==> src/rtl/dmem_port_arbiter.sv <==
// Data-memory port arbiter: core MEM stage has priority, aux requester
// gets a forced slot after MAX_WAIT cycles of starvation.
module dmem_port_arbiter #(
  parameter int ADDR_WIDTH = 32,
  parameter int WORD_WIDTH = 32,
  parameter int MAX_WAIT   = 4
) (
  input  logic                  clk,
  input  logic                  nrst,
  input  logic                  core_req,
  input  logic                  core_wr_en,
  input  logic [ADDR_WIDTH-1:0] core_addr,
  input  logic [WORD_WIDTH-1:0] core_wdata,
  output logic [WORD_WIDTH-1:0] core_rdata,
  output logic                  core_stall,
  input  logic                  aux_req,
  input  logic                  aux_wr_en,
  input  logic [ADDR_WIDTH-1:0] aux_addr,
  input  logic [WORD_WIDTH-1:0] aux_wdata,
  output logic                  aux_gnt,
  output logic                  aux_rvalid,
  output logic [WORD_WIDTH-1:0] aux_rdata,
  output logic [ADDR_WIDTH-1:0] dmem_addr,
  output logic [WORD_WIDTH-1:0] dmem_data_in,
  output logic                  dmem_wr_en,
  input  logic [WORD_WIDTH-1:0] dmem_data_out
);

  localparam int CW = $clog2(MAX_WAIT + 1);
  localparam logic [CW-1:0] LAST = CW'(MAX_WAIT - 1);

  typedef enum logic {
    ARB   = 1'b0,
    FORCE = 1'b1
  } state_t;

  state_t        r_state;
  state_t        w_state_nxt;
  logic [CW-1:0] r_wait_cnt;
  logic [CW-1:0] w_wait_nxt;

  logic w_force;
  logic w_aux_sel;
  logic w_gnt;
  logic w_rd_done;

  assign w_force   = (r_state == FORCE);
  assign w_aux_sel = w_force | (~core_req & aux_req);
  assign w_gnt     = w_aux_sel;
  assign w_rd_done = w_gnt & ~aux_wr_en;

  // Forcing is decided from registered state only, so aux_gnt has
  // no combinational dependence on core_req during a forced slot.
  always_comb begin
    w_state_nxt = ARB;
    w_wait_nxt  = '0;
    if (!w_force && aux_req && !w_gnt) begin
      if (r_wait_cnt == LAST) begin
        w_state_nxt = FORCE;
      end else begin
        w_wait_nxt = r_wait_cnt + CW'(1);
      end
    end
  end

  always_ff @(posedge clk or negedge nrst) begin
    if (!nrst) begin
      r_state    <= ARB;
      r_wait_cnt <= '0;
    end else begin
      r_state    <= w_state_nxt;
      r_wait_cnt <= w_wait_nxt;
    end
  end

  always_ff @(posedge clk or negedge nrst) begin
    if (!nrst) begin
      aux_rvalid <= 1'b0;
      aux_rdata  <= '0;
    end else begin
      aux_rvalid <= w_rd_done;
      if (w_rd_done) begin
        aux_rdata <= dmem_data_out;
      end
    end
  end

  always_comb begin
    dmem_addr    = core_addr;
    dmem_data_in = core_wdata;
    dmem_wr_en   = nrst & core_req & core_wr_en;
    if (w_aux_sel) begin
      dmem_addr    = aux_addr;
      dmem_data_in = aux_wdata;
      dmem_wr_en   = nrst & aux_wr_en;
    end
  end

  assign aux_gnt    = nrst & w_gnt;
  assign core_stall = nrst & w_force & core_req;
  assign core_rdata = dmem_data_out;

endmodule

==> config.mk <==
export PLATFORM = sky130hd
export DESIGN_NAME = dmem_port_arbiter
export DESIGN_NICKNAME = d
export VERILOG_FILES = /design/src/rtl/dmem_port_arbiter.sv
export SDC_FILE = /design/constraint.sdc
export NUM_CORES = 1
export LEC_CHECK = 0
export ABC_AREA = 0
export BUFFER_PORTS_ARGS = -buffer_cell sky130_fd_sc_hd__buf_2
export CAP_MARGIN = 20
export CELL_PAD_IN_SITES_DETAIL_PLACEMENT = 1
export CELL_PAD_IN_SITES_GLOBAL_PLACEMENT = 1
export CORE_AREA = 2 2 114 116
export DETAILED_ROUTE_END_ITERATION = 12
export DIE_AREA = 0 0 116 118
export GPL_ROUTABILITY_DRIVEN = 1
export GPL_TIMING_DRIVEN = 0
export PLACE_DENSITY = 0.78
export SYNTH_ARGS = -nofsm -noshare
export SYNTH_HDL_FRONTEND = slang
export SYNTH_SLANG_ARGS = --single-unit
==> constraint.sdc <==
create_clock -name clk -period 1.5 [get_ports clk]
set_input_delay 0.3 -clock clk [delete_from_list [all_inputs] [get_ports clk]]
set_output_delay 0.3 -clock clk [all_outputs]
set_load 0.03 [all_outputs]
Word-level counts from Yosys, hierarchy flattened --
Index checks and enable logic that the tools add are counted.
Storage, ports and cells: bits in registers 37, latch bits 0, bits in writable memories 0, memory bits (read-only) 0, bits of input ports 166, output and inout bits 132, word-level logic and storage cells 28, memories kept 0
Operators by class: add/sub/neg operators 1, multipliers 0, div/mod/pow operators 0, order comparisons 0, equal/unequal tests 1, shift operators 0, muxes and demuxes 7, bitwise gates (word level) 11, reductions and logical operators 4
Operators with widths (count):
- 32-bit 2-to-1 mux | 2
- 1-bit bitwise AND | 8
- 3-bit 2-to-1 mux | 2
- 3-bit by 1-bit adder with 3-bit output (second input constant) | 1
- 3-bit by 2-bit equality test with 1-bit output (second input constant) | 1
- 1-bit 2-to-1 mux | 3
- 1-bit logical AND | 2
- 1-bit logical NOT | 2
- 1-bit NOT | 2
- 1-bit bitwise OR | 1

Longest topological paths before layout --
word-level depth 6, gate-level depth with buffers 5, mapped depth without buffers 3

Least setup slack after synthesis --
No wires, ideal clock.
path type reg2out, start point register r_state, end point output dmem_addr[0], arrival time 1.265 ns, required time 1.200 ns, setup slack -0.065 ns, stages on the path, launching flop included 5, buffers on the path 2, cells stage by stage dfrtp_1 a21oi_2 buf_4 buf_6 mux2_2
On the way: word-level cells in the longest chain between the ends 2
Ends and longest elaborated chain:
- start, declared | line 37 | state_t r_state;
- start signal, assigned | line 71 | r_state <= w_state_nxt;
- 1-bit bitwise OR | line 48 | assign w_aux_sel = w_force | (~core_req & aux_req);
- 32-bit 2-to-1 mux | line 92 | if (w_aux_sel) begin
- end, declared | line 23 | output logic [ADDR_WIDTH-1:0] dmem_addr,
No other way between the ends.

Final worst setup path --
start point register r_state, end point output dmem_addr[26]
The elaborated chain is that of the path after synthesis.

==> metrics.csv <==
stage;metric;value;unit
pwr;power_frac_comb;0.466;
pwr;ir_drop;0.000528;V
floorplanning;start_util;0.198;
clocking;clk_pin_slew;0.06;ns
final_layout;final_common_cell;buf_2;
clocking;ctsHtreeMaxLevel;2;
grt;grt_pass1_wl;17.1;mm
final_layout;stdcell_count;685;
placement;dp.final_hpwl;10.2;mm
final_layout;layout_common_cells;buf_2 (243), buf_4 (63), mux2_2 (52);
sta;worst_pin_slew;0.503;ns
setup_path;critPathLaunchType;register;
final_layout;antenna_cells;0;
clocking;cts_root_buf;clkbuf_16;
setup_path;arrival;1.71;ns
floorplanning;rows;41;
grt;grt_use_total;0.166;
setup_path;crit_slowest_cell;dfrtp_1;
detailed_routing;viasPerCell;4.06;
detailed_routing;wl_per_cell;18.3;microns
synth;synth.area.top_cells;mux2_2 (44%), dfrtp_1 (38%), buf_4 (10%);
setup_path;worstPathCellList;a21oi_4, buf_8, buf_12, mux2_4, buf_6;
clocking;cts_max_path_buffers;2;
setup_path;max_stage_delay;0.41;ns
detailed_routing;route.detailed.drc;0;
floorplanning;die_w;116;microns
pwr;p_leak;2.77;nW
final_layout;layout.nets;679;
clocking;cts-buffers-inserted;5;
setup_path;rrSetupSlack;-0.11;ns
floorplanning;chipHeight;118;microns
final_layout;fin_area;0.00503;sq mm
clocking;clkSinkCount;37;
sta;holdWs;-0.0221;ns
setup_path;critPathTopFamily;buffers and inverters;
sta;fmax;0.499;GHz
setup_path;worst-path-buf-inv;3;
placement;portBuffers;297;
sta;finalWorstSetupSlack;-0.505;ns
sta;finalCritPeriodShare;1.34;
synth;ys_warn_count;0;
grt;antenna_found_initial;0;
final_layout;area_growth;104;%
job;drv_cap;0;
grt;grt.overflow.total;0;
synth;syn_nets;359;
synth;synthCells;192;
placement;dpl_cell_area;0.00431;sq mm
sta;finalSetupViolCount;99;
floorplanning;die-area;0.0137;sq mm
setup_path;rr_worst_depth;7;
detailed_routing;route.antenna.remaining_nets;0;
detailed_routing;vias;2779;
grt;grt_start_max_net_pins;42;
setup_path;cp.depth;5;
pwr;internal_power;2.89;mW
detailed_routing;finalWirelength;12.5;mm
sta;final-hold-violation-count;22;
setup_path;reg2reg_to;aux_rdata[17];
sta;grt_setup_unrepaired;true;
floorplanning;coreArea;0.0124;sq mm
synth;netlist.area_leader.share;0.439;
placement;gp_congestion;0.868;
synth;synth.distinct_cells;17;
clocking;cts_tree;yes;
setup_path;cp.required;1.20;ns
pwr;p_clk_frac;0.263;
min_path;hold_class;input pin to async pin;
synth;syn_avg_cell_area;12.8;sq um
setup_path;worstPathMaxFanout;10;
synth;seq_area_frac_synth;0.376;
placement;dp_cells;661;
synth;netlist_area;0.00246;sq mm
setup_path;worstSetupPathType;register to output pin;
status;run_status;finished, violations left;
pwr;switchingPower;1.73;mW
pwr;power_switching_share;0.374;
setup_path;r2r-start;r_state;
sta;final-max-slew-violation-count;0;
sta;slew_headroom;0.665;
pwr;power_density;917;mW/mm^2
detailed_routing;dr.first_iter.drc_count;73;
detailed_routing;firstDrtPassIters;3;
clocking;cts_hold_buffers;0;
sta;clock_skew;0.00402;ns
sta;finalSetupTns;-33.07;ns
setup_path;critical_path.endpoint_type;output pin;
synth;yosysTopAreaCell;mux2_2;
pwr;seqPwrFrac;0.271;
grt;grt_pass1_vias;3014;
status;violations;negative hold slack, negative setup slack;
floorplanning;io_pins;298;
sta;fin_crit;2.01;ns
synth;synth-seq-cells;37;
clocking;clock_latency;0.28;ns
final_layout;post-route-util;0.406;
final_layout;drive_gt1_frac;0.899;
## stage by stage
stage | power, mW | setup WS, ns
6_report | 4.62 | -0.505
5_1_grt | 4.82 | -0.555
4_1_cts | 4.57 | -0.497
3_5_place_dp | 3.23 | -0.499
3_3_place_gp | 3.19 | -0.504
2_1_floorplan | 2.51 | -0.0239
## sequential cells by signal, summed over array words and instances (netlist names)
name	flops
aux_rdata	32
aux_rvalid	1
r_state	1
r_wait_cnt	3
## power by group through the flow
stage | Clock (mW) | Sequential, mW | Combinational, mW
after floorplan | 0 | 1.61 | 0.901
after CTS | 1.24 | 1.26 | 2.07
final | 1.22 | 1.25 | 2.15
after detailed placement | 0 | 1.27 | 1.96
after global routing | 1.28 | 1.28 | 2.25
after global placement | 0 | 1.26 | 1.94
## cells in the mapped netlist
library cell,n
mux2_2,96
dfrtp_1,37
buf_4,33
buf_6,7
nor3b_1,3
buf_2,2
inv_1,2
nand2_1,2
nor2b_1,2
a21oi_2,1
a21oi_4,1
and3_1,1
ha_1,1
nand2b_1,1
nand3_1,1
nor3_1,1
o32ai_1,1
## worst max-delay path by stage
stage	startpoint	endpoint	slack, ns
3_3_place_gp	nrst	dmem_wr_en	-0.50
2_1_floorplan	r_state	dmem_wr_en	-0.02
6_report	r_state	dmem_addr[26]	-0.51
4_1_cts	r_state	dmem_addr[26]	-0.50
3_5_place_dp	nrst	dmem_wr_en	-0.50
5_1_grt	r_state	dmem_data_in[31]	-0.55
## layer usage
metal  vias up  track usage  part of all wire
met1      1310        0.178              0.37
met3        12       0.0597              0.11
met5         -            0                 0
met4         0       0.0491             0.017
met2       168        0.299              0.51
li1       1289            -                 -
## logic make-up after synthesis
kind of cell / count (synthesis) / share of synthesized area
adders and majority gates: 1 / 0.00508
AOI/OAI and AO/OA: 3 / 0.0137
muxes: 96 / 0.439
buffers and inverters: 44 / 0.140
and+or+nand+nor: 11 / 0.0264
DFF: 37 / 0.376
## area by class of cell
type,instances,area [sq um]
fill,1482,7380
timing repair buffer,313,1940
multi-input combinational,111,1370
sequential,37,926
buffer,42,412
tap,172,215
clock buffer,5,125
clock inverter,3,46.3
inverter,2,7.51
## timing repair
action	CTS	global route
pin swaps	0	1
gates resized for setup	64	70
endpoints found under the hold margin	0	0
setup buffers	7	5
cloned	1	3
endpoints found under the setup margin	67	96
Note: power is estimated with default switching activity, not from simulation.
